==> config.mk <==
export PLATFORM = sky130hd
export DESIGN_NAME = amc_column_seq
export DESIGN_NICKNAME = d
export VERILOG_FILES = /design/src/rtl/amc_column_seq.sv
export SDC_FILE = /design/constraint.sdc
export NUM_CORES = 1
export LEC_CHECK = 0
export ABC_CLOCK_PERIOD_IN_PS = 5450
export BUFFER_PORTS_ARGS = -buffer_cell sky130_fd_sc_hd__buf_2
export CORE_MARGIN = 2
export CORE_UTILIZATION = 52
export DETAILED_ROUTE_END_ITERATION = 12
export PLACE_DENSITY = 0.9
export SLEW_MARGIN = 20
export SYNTH_ARGS = -nofsm -noshare
export SYNTH_HDL_FRONTEND = slang
export SYNTH_SLANG_ARGS = --single-unit
export TNS_END_PERCENT = 100
==> constraint.sdc <==
create_clock -name clk -period 5.45 [get_ports clk]
set_input_delay 0.545 -clock clk [delete_from_list [all_inputs] [get_ports clk]]
set_output_delay 0.545 -clock clk [all_outputs]
set_load 0.005 [all_outputs]
==> src/rtl/amc_column_seq.sv <==
// Runs one MixColumns pass over a 128-bit state through the byte-serial amc_ise unit,
// five operations per column, and reassembles the result bytes into state_out.
//
// state | meaning
// IDLE  | waiting for go
// ISSUE | start pulse to amc_ise, operands valid
// GAP   | one cycle for amc_ise to raise wait_req
// POLL  | wait for amc_ise; store result, advance op/col, or time out
// DONE  | one-cycle done pulse
module amc_column_seq #(
    parameter int NCOL    = 4,
    parameter int TIMEOUT = 255
) (
    input  logic         clk,
    input  logic         rst,
    input  logic         go,
    input  logic [127:0] state_in,
    input  logic [7:0]   sr_cfg,
    output logic         busy,
    output logic         done,
    output logic         err,
    output logic [127:0] state_out,
    output logic [7:0]   sr_status,
    output logic         amc_start,
    output logic [7:0]   amc_a,
    output logic [7:0]   amc_b,
    output logic [7:0]   amc_sr,
    input  logic [7:0]   amc_sr_out,
    input  logic [7:0]   amc_result,
    input  logic         amc_wait_req
);

    localparam int CW = (NCOL > 1) ? $clog2(NCOL) : 1;
    localparam int TW = (TIMEOUT > 0) ? $clog2(TIMEOUT + 1) : 1;

    typedef enum logic [2:0] {
        S_IDLE,
        S_ISSUE,
        S_GAP,
        S_POLL,
        S_DONE
    } state_t;

    state_t         state_r, state_nx;
    logic [127:0]   state_q;
    logic [7:0]     sr_q;
    logic [CW-1:0]  col;
    logic [2:0]     op;
    logic [TW-1:0]  tmo_cnt;
    logic [6:0]     col_lsb;
    logic [6:0]     wr_lsb;
    logic [31:0]    col_word;
    logic           tmo_hit;
    logic           last_op;

    // Timer is a down-counter; a TIMEOUT of 0 loads 0, which never reaches terminal count.
    assign tmo_hit = amc_wait_req && (tmo_cnt == TW'(1));
    assign last_op = (op == 3'd4) && (col == CW'(NCOL - 1));

    always_comb begin
        col_lsb  = 7'((NCOL - 1 - int'(col)) * 32);
        wr_lsb   = col_lsb + {2'b00, op[1:0] - 2'd1, 3'b000};
        col_word = state_q[col_lsb +: 32];
    end

    always_ff @(posedge clk or negedge rst) begin
        if (!rst) begin
            state_r <= S_IDLE;
        end else begin
            state_r <= state_nx;
        end
    end

    always_comb begin
        state_nx = state_r;
        case (state_r)
            S_IDLE:  if (go) state_nx = S_ISSUE;
            S_ISSUE: state_nx = S_GAP;
            S_GAP:   state_nx = S_POLL;
            S_POLL: begin
                if (amc_wait_req) begin
                    if (tmo_hit) state_nx = S_DONE;
                end else if (last_op) begin
                    state_nx = S_DONE;
                end else begin
                    state_nx = S_ISSUE;
                end
            end
            S_DONE:  state_nx = S_IDLE;
            default: state_nx = S_IDLE;
        endcase
    end

    always_comb begin
        busy      = (state_r == S_ISSUE) || (state_r == S_GAP) || (state_r == S_POLL);
        done      = (state_r == S_DONE);
        amc_start = (state_r == S_ISSUE);
        // op0 sends bytes 0/1; later ops keep presenting bytes 2/3
        amc_a     = (op == 3'd0) ? col_word[31:24] : col_word[15:8];
        amc_b     = (op == 3'd0) ? col_word[23:16] : col_word[7:0];
        amc_sr    = sr_q;
    end

    always_ff @(posedge clk or negedge rst) begin
        if (!rst) begin
            state_q   <= '0;
            sr_q      <= '0;
            col       <= '0;
            op        <= '0;
            tmo_cnt   <= '0;
            err       <= 1'b0;
            state_out <= '0;
            sr_status <= '0;
        end else begin
            case (state_r)
                S_IDLE: begin
                    if (go) begin
                        state_q <= state_in;
                        sr_q    <= sr_cfg;
                        err     <= 1'b0;
                        col     <= '0;
                        op      <= '0;
                    end
                end
                S_ISSUE: tmo_cnt <= TW'(TIMEOUT);
                S_POLL: begin
                    if (amc_wait_req) begin
                        if (tmo_hit) begin
                            err <= 1'b1;
                        end else if (tmo_cnt != '0) begin
                            tmo_cnt <= tmo_cnt - TW'(1);
                        end
                    end else begin
                        if (op != 3'd0) state_out[wr_lsb +: 8] <= amc_result;
                        if (op != 3'd4) begin
                            op <= op + 3'd1;
                        end else begin
                            op <= '0;
                            if (col != CW'(NCOL - 1)) col <= col + CW'(1);
                            else sr_status <= amc_sr_out;
                        end
                    end
                end
                default: ;
            endcase
        end
    end

endmodule
; Word-level counts from Yosys, hierarchy flattened
; Cells that the tools add are included.
[totals]
wordCells = 83
input_bits = 156
reg_bits = 289
[op_classes]
eq_ne = 18
addsub = 7
n_reduce_logical = 18
n_mux = 25
bitwise_logic = 3
shift = 3
[ops]
columns = op, n
row1 = bitwise mux 128 bit, 1
row2 = variable shift 8 x 9 -> 128 bit (first input constant), 1
row3 = variable part select 128 x 8 -> 32 bit, 1
row4 = variable part select 8 x 9 -> 128 bit, 1
row5 = two-way mux 8 bit, 5
row6 = two-way mux 3 bit, 7
row7 = case mux 8 bit (2 select lines), 1
row8 = != test 2 bit (second input constant), 7
row9 = case mux 3 bit (4 select lines), 1
row10 = AND reduction 4 bit, 3
row11 = negation 7 -> 9 bit, 1
row12 = == test 8 x 1 -> 1 bit (second input constant), 1
row13 = two-way mux 2 bit, 4
row14 = nonzero test 8 bit, 1
row15 = subtractor 8 x 1 -> 8 bit (second input constant), 1
row16 = adder 7 x 5 -> 7 bit, 1
row17 = == test 3 x 2 -> 1 bit (second input constant), 2
row18 = == test 3 bit (second input constant), 2
row19 = logical NOT 3 bit, 2
row20 = != test 3 bit (second input constant), 2
row21 = case mux 3 bit (2 select lines), 1
row22 = AND reduction 3 bit, 2
row23 = AND reduction 5 bit, 1
row24 = != test 2 x 1 -> 1 bit (second input constant), 2
row25 = other kinds (15), 23

; Depth between registers and ports, before layout
; Gate-level depths: netlist of the first run.
[logic_depth]
ltp_word = 5
ltp_mapped = 10
ltp_nobuf = 7

; Worst setup path before layout of the first run
; No wires, ideal clock.
[synth_timing]
path_kind = register -> output
startpoint = reg op[0]
endpoint = out amc_a[4]
arrival_ns = 1.778
slack_ns = 3.127
path_stages_with_launch = 7
path_buffers = 2
path_cell_list = dfrtp_1 -> inv_1 -> ha_1 -> nand2b_1 -> buf_2 -> clkbuf_1 -> mux2_2
[synth_between]
elab_chain_len = 2
[synth_rtl]
columns = element, line
row1 = "start, declared", 48  ; logic [2:0] op;
row2 = "start signal, assigned", 136  ; op <= op + 3'd1;
row3 = logical NOT 3 bit, 99  ; amc_a = (op == 3'd0) ? col_word[31:24] : col_word[15:8];
row4 = two-way mux 8 bit, 99
row5 = "end, declared", 25  ; output logic [7:0] amc_a,
; Every way passes these cells.

; Worst setup path in the final report of the first run
[layout_timing]
startpoint = reg col[0]
endpoint = out amc_b[3]
[layout_between]
elab_chain_len = 3
[layout_rtl]
columns = element, line
row1 = "start, declared", 47  ; logic [CW-1:0] col;
row2 = "start signal, assigned", 139  ; if (col != CW'(NCOL - 1)) col <= col + CW'(1);
row3 = subtractor 2 bit, 61  ; col_lsb = 7'((NCOL - 1 - int'(col)) * 32);
row4 = variable part select 128 x 8 -> 32 bit, 63  ; col_word = state_q[col_lsb +: 32];
row5 = two-way mux 8 bit, 100  ; amc_b = (op == 3'd0) ? col_word[23:16] : col_word[7:0];
row6 = "end, declared", 26  ; output logic [7:0] amc_b,
; Every way passes these cells.

==> impl_metrics.toml, run 1 <==
[cts]
cts_tree = "built"
clkTransAtPathRegs_ps = 60
holdBufCountCts = 1
clock_sinks = 289
cts-root-buf = "clkbuf_16"
clock_latency_ps = 530
cts.repair.resized = 0
postCtsSetupBuffers = 0
h-tree-depth = 1
cts_buffer_depth = 3
cts_buffers = 29

[cells_and_area]
fillers = 1720
area_growth_syn_to_layout_pct = 22.2
multi_input_area_mm2 = 0.00491
layout_commonest_cell = "nand2_1"
layout_common_cells = "468 x nand2_1, 318 x buf_2, 287 x dfrtp_1"
stdcell_area_mm2 = 0.0153
nets = 1626
drive_above_1_share_pct = 36.3
regArea_mm2 = 0.00723

[global_route]
grt_usage_pct = 27.1
grt_overflow_total = 0
antenna_found_initial = 4
grt_pass1_wl_um = 54400
first_global_vias = 10100
grt_max_degree = 142

[routing]
antenna_left = 0
drt_wl_total_um = 34200
vias = 9829
wire_per_inst_um = 18.9
highest_layer = "met5"
met3WireLength_um = 2810
wl_met1_um = 12800
drt_iter0_markers = 722
dr.pass1.iters = 5
route.detailed.drc = 0
routed_via_density = 5.44
dr_wl_met2_um = 17100

[power_and_ir_drop]
cellLeakagePower_nw = 8.23
ir_worst_vdd_uv = 399
power_density_mw_per_mm2 = 513

[yosys]
synth_edf_count = 0
yosysWarnings = 0
synth_fp_nets = 1330
ys_ff_latch = 289
synthArstFlopShare_pct = 100
synth_sequential_area_ratio_pct = 57.9
syn-cell-area_mm2 = 0.0125
syn_inst = 1166
ys_types = 48
ys.flop_type = "dfrtp_1"
synth_area_per_cell_um2 = 10.7

[die]
coreArea_mm2 = 0.0235
die_h_um = 159
rows = 56
die_x_um = 159
die_area_mm2 = 0.0253
ios = 320
initial_utilization_pct = 53.1

[sta]
tightest_slew_ps = 1000
finalSetupTns_ps = 0
period_minus_slack_ps = 3460
setup_viol = 0
finalCritPeriodShare_pct = 63.5
layout_setup_ws_ps = 1990
slew_headroom_pct = 33.0
slew_viol_final = 0
finClkSkew_ps = 9.35
fmax_mhz = 289
hold_viol_final = 0
rsz0062_at_grt = "no"

[outcome]
status = "completed"

[place]
dp_hpwl_um = 24100
dp_worst_setup_slack_ps = 2480
port_buffers = 319
gp_congestion = 0.847
dpl_cell_area_mm2 = 0.0143

[critical_path]
worstPathMaxFanout = 23
crit_family = "multiplexers"
path_class = "flip-flop to primary output"
cp_data_arrival_time_ps = 2920
crit_buf_inv = 2
worstPathCellList = "buf_4, mux4_2, mux2_2, buf_2"
max_stage_delay_ps = 850
endpoint_kind = "primary output"
regToRegSetupSlack_ps = 2370
required_ps = 4910
crit_path_top_delay_cell = "dfrtp_2"
critPathLaunchType = "flip-flop"

[run]
maxCapViolCount = 0

[min_path]
hold_class = "input pin to flip-flop"
Yosys cell counts, types with 2 or more instances:
cell type,n,area share [%]
ha_1,8,0.80
o21ai_0,38,1.5
o22ai_1,2,0.10
and2_1,5,0.25
buf_4,2,0.12
clkbuf_1,42,1.3
mux2_2,112,10
mux2i_1,9,0.72
xnor2_1,6,0.42
mux4_2,32,5.8
nand3_1,17,0.68
nand3b_1,3,0.18
nand2_1,469,14
a2111oi_0,2,0.14
a31oi_1,2,0.10
buf_2,12,0.48
nor3_1,4,0.16
buf_1,6,0.18
nand2_2,3,0.15
and3_1,3,0.15
nand2b_1,5,0.25
nor2_1,30,0.90
inv_1,22,0.66
a21o_1,2,0.12
nor2_2,3,0.15
a21oi_1,6,0.24
dfrtp_1,289,58
nor2b_1,12,0.60
final timing paths:
check	start	endpoint	cells after the start
hold reg to reg	amc_sr[5]	amc_sr[5]	2
hold / removal	sr_cfg[5]	amc_sr[5]	3
min in group asynchronous	rst	state_out[39]	2
setup reg to reg	col[0]	state_out[92]	5
max in group asynchronous	rst	state_q[75]	3
setup / recovery	col[0]	amc_b[3]	4
state kept, by name, summed over array words and instances, names as in the netlist:
name and flops:
state_r 3, sr_status 8, tmo_cnt 8, state_q 128
op 3, state_out 128, col 2, err 1
amc_sr 8
tightest hold or removal path, delay by kind of cell:
family                 cells  cell delay (ps)
buffers and inverters      1               70
and+or+nand+nor            2               80
logic make-up after synthesis:
group                      after synthesis  share of synthesized area, %
adders and majority gates                8                         0.801
buffers and inverters                   86                          2.90
DFF                                    289                          57.9
xor gates and xnor gates                 8                         0.621
AOI/OAI and AO/OA                       60                          2.94
and+or+nand+nor                        562                          18.3
muxes                                  153                          16.6
report_power, final:
| group | leakage, nW | total, mW | internal [mW] | switching, mW |
|---|---|---|---|---|
| sequential | 3.69 | 3.28 | 2.82 | 0.467 |
| combinational | 4.07 | 2.60 | 1.15 | 1.45 |
| clock | 0.474 | 1.94 | 1.12 | 0.825 |
final cells by class:
type | instances | share of cell area, %
multi-input combinational | 791 | 32.2
tap | 319 | 2.61
timing repair buffer | 329 | 11.1
clock buffer | 40 | 5.48
inverter | 22 | 0.541
sequential | 289 | 47.4
antenna | 3 | 0.0492
clock inverter | 13 | 0.615
metal layers:
metal / track usage, % / vias up
li1: - / 4419
met1: 32.5 / 4811
met2: 47.9 / 494
met3: 5.57 / 103
met4: 11.3 / 2
met5: 0 / -
per-stage QoR:
step | power, mW | hold WS [ps] | instances | utilization (%)
after floorplan | 4.81 | 249 | 1166 | -
after global placement | 5.74 | 452 | 1749 | 60.8
after detailed placement | 5.88 | 458 | 1749 | 60.8
after CTS | 7.86 | 179 | 1803 | 64.8
after global routing | 8.28 | 197 | 1803 | 64.8
final | 7.83 | 199 | 1806 | 64.9
Note: power is estimated with default switching activity, not from simulation.
==> run 2, diff against run 1 <==
--- a/config.mk
+++ b/config.mk
@@ -5,12 +5,12 @@
 export SDC_FILE = /design/constraint.sdc
 export NUM_CORES = 1
 export LEC_CHECK = 0
-export ABC_CLOCK_PERIOD_IN_PS = 5450
+export ABC_CLOCK_PERIOD_IN_PS = 3150
 export BUFFER_PORTS_ARGS = -buffer_cell sky130_fd_sc_hd__buf_2
 export CORE_MARGIN = 2
-export CORE_UTILIZATION = 52
+export CORE_UTILIZATION = 48
 export DETAILED_ROUTE_END_ITERATION = 12
-export PLACE_DENSITY = 0.9
+export PLACE_DENSITY = 0.87
 export SLEW_MARGIN = 20
 export SYNTH_ARGS = -nofsm -noshare
 export SYNTH_HDL_FRONTEND = slang
==> constraint.sdc (replaced) <==
create_clock -name clk -period 3.15 [get_ports clk]
set_input_delay 0.315 -clock clk [delete_from_list [all_inputs] [get_ports clk]]
set_output_delay 0.315 -clock clk [all_outputs]
set_load 0.005 [all_outputs]
==> run 2 against run 1 <==
Compared with the run above:
- global-route usage rose by 1.9 points
- core utilization grew 0.22 points
- clock-buffer cell count up 1
- sequential cell count unchanged
- clock skew grew 6.7 ps
- die area increased by 8.1%
- cell area is 10% higher
- power is 81% higher
- first-iteration DRC count grew 17%
- sequential share of layout area fell by 4.4 points
- via count grew 11%
- critical path type unchanged
- largest cell class unchanged
- largest power group unchanged
==> impl_metrics.toml, run 2 (synthesized netlist as in run 1, its figures left out) <==
[die]
die_x_um = 165
initial_utilization_pct = 48.3
coreArea_mm2 = 0.0258
ios = 320
die_area_mm2 = 0.0273
die_h_um = 165
rows = 59

[routing]
wire_per_inst_um = 20.4
drt_wl_total_um = 40100
antenna_left = 0
vias = 10900
drt_iter0_markers = 843
route.detailed.drc = 0
dr.pass1.iters = 5
routed_via_density = 5.53

[global_route]
grt_usage_pct = 29.0
first_global_vias = 11100
grt_pass1_wl_um = 60800
antenna_found_initial = 0
grt_max_degree = 103
grt_overflow_total = 0

[sta]
rsz0062_at_grt = "no"
slew_viol_final = 0
slew_headroom_pct = 45.4
period_minus_slack_ps = 2850
finalSetupTns_ps = 0
finClkSkew_ps = 16.0
fmax_mhz = 351
finalCritPeriodShare_pct = 90.3
hold_viol_final = 0
setup_viol = 0
tightest_slew_ps = 819

[place]
gp_congestion = 0.865
dp_hpwl_um = 24300
port_buffers = 319

[cts]
clkTransAtPathRegs_ps = 60
clock_sinks = 289
cts_buffer_depth = 3
clock_latency_ps = 550
h-tree-depth = 1
cts.repair.resized = 0
cts-root-buf = "clkbuf_16"
postCtsSetupBuffers = 0
cts_buffers = 30
cts_tree = "built"

[cells_and_area]
antennaDiodeCount = 0
area_growth_syn_to_layout_pct = 34.6
multi_input_area_mm2 = 0.00491
layout_common_cells = "468 x nand2_1, 318 x buf_2, 287 x dfrtp_1"
fillers = 1829
regArea_mm2 = 0.00723
top_regs = "state_out (128), state_q (128)"
layout_commonest_cell = "nand2_1"
drive_above_1_share_pct = 33.6
nets = 1779

[min_path]
hold_class = "input pin to flip-flop"

[power_and_ir_drop]
p_total_mw = 14.2
power_density_mw_per_mm2 = 843
ir_worst_vdd_uv = 634
cellLeakagePower_nw = 8.87

[critical_path]
path_class = "flip-flop to primary output"
critPathLaunchType = "flip-flop"
endpoint_kind = "primary output"
cp_data_arrival_time_ps = 2530
worstPathMaxFanout = 16
required_ps = 2830

[run]
maxCapViolCount = 0

[outcome]
status = "completed"
==> run 2: through the flow <==
stage	hold slack [ps]	setup WS [ps]	util [%]	cell area (um^2)	cells
after floorplan	19.4	923	-	12500	1166
after CTS	2.77	275	65.0	16800	1967
after global placement	409	661	56.1	14500	1780
after global routing	29.3	72.9	65.1	16800	1968
final	38.8	305	65.1	16800	1968
after detailed placement	411	516	56.1	14500	1780
==> run 2: worst paths after layout <==
path | from | to | slack (ps) | cells after the start
worst max register to register | op[0] | state_out[88] | 390 | 8
worst min register to register | state_q[23] | state_q[23] | 470 | 2
max in group asynchronous | rst | state_q[70] | 1920 | 3
min in group asynchronous | rst | state_out[96] | 410 | 2
worst max-delay path | op[0] | amc_a[0] | 300 | 6
worst min-delay path | state_in[108] | state_q[108] | 40 | 3
==> run 2: report_power, final <==
part	leakage, nW	internal, mW	switching (mW)	total, mW
Clock	0.464	2.02	1.46	3.47
Combinational	4.72	2.19	2.81	5.00
Sequential	3.69	4.87	0.823	5.70
==> run 2: cell type report <==
cell class	count	share of cell area [%]
flip-flops and latches	289	43.0
multi-input cells	791	29.2
repair buffers	481	19.1
clock buffers	41	5.02
well taps	335	2.49
clock inverters	9	0.603
inverters	22	0.491
==> run 2: worst max-delay path, cell delays in order (launching register included) <==
cell	delay, ps
dfrtp_1	500
inv_1	120
ha_1	290
nand2b_1	170
buf_4	330
mux2_2	420
buf_2	140
==> run 2: timing repair <==
item	CTS	global route
setup endpoints to repair	0	0
hold buffers	137	1
hold endpoints to repair	229	1
==> run 2: metal layers <==
metal / vias to the layer above / wire [um] / track usage (%)
li1: 4715 / - / -
met1: 5280 / 14400 / 33.3
met2: 724 / 19900 / 50.6
met3: 162 / 3530 / 6.24
met4: 2 / 2270 / 15.4
met5: - / 44 / 1.14
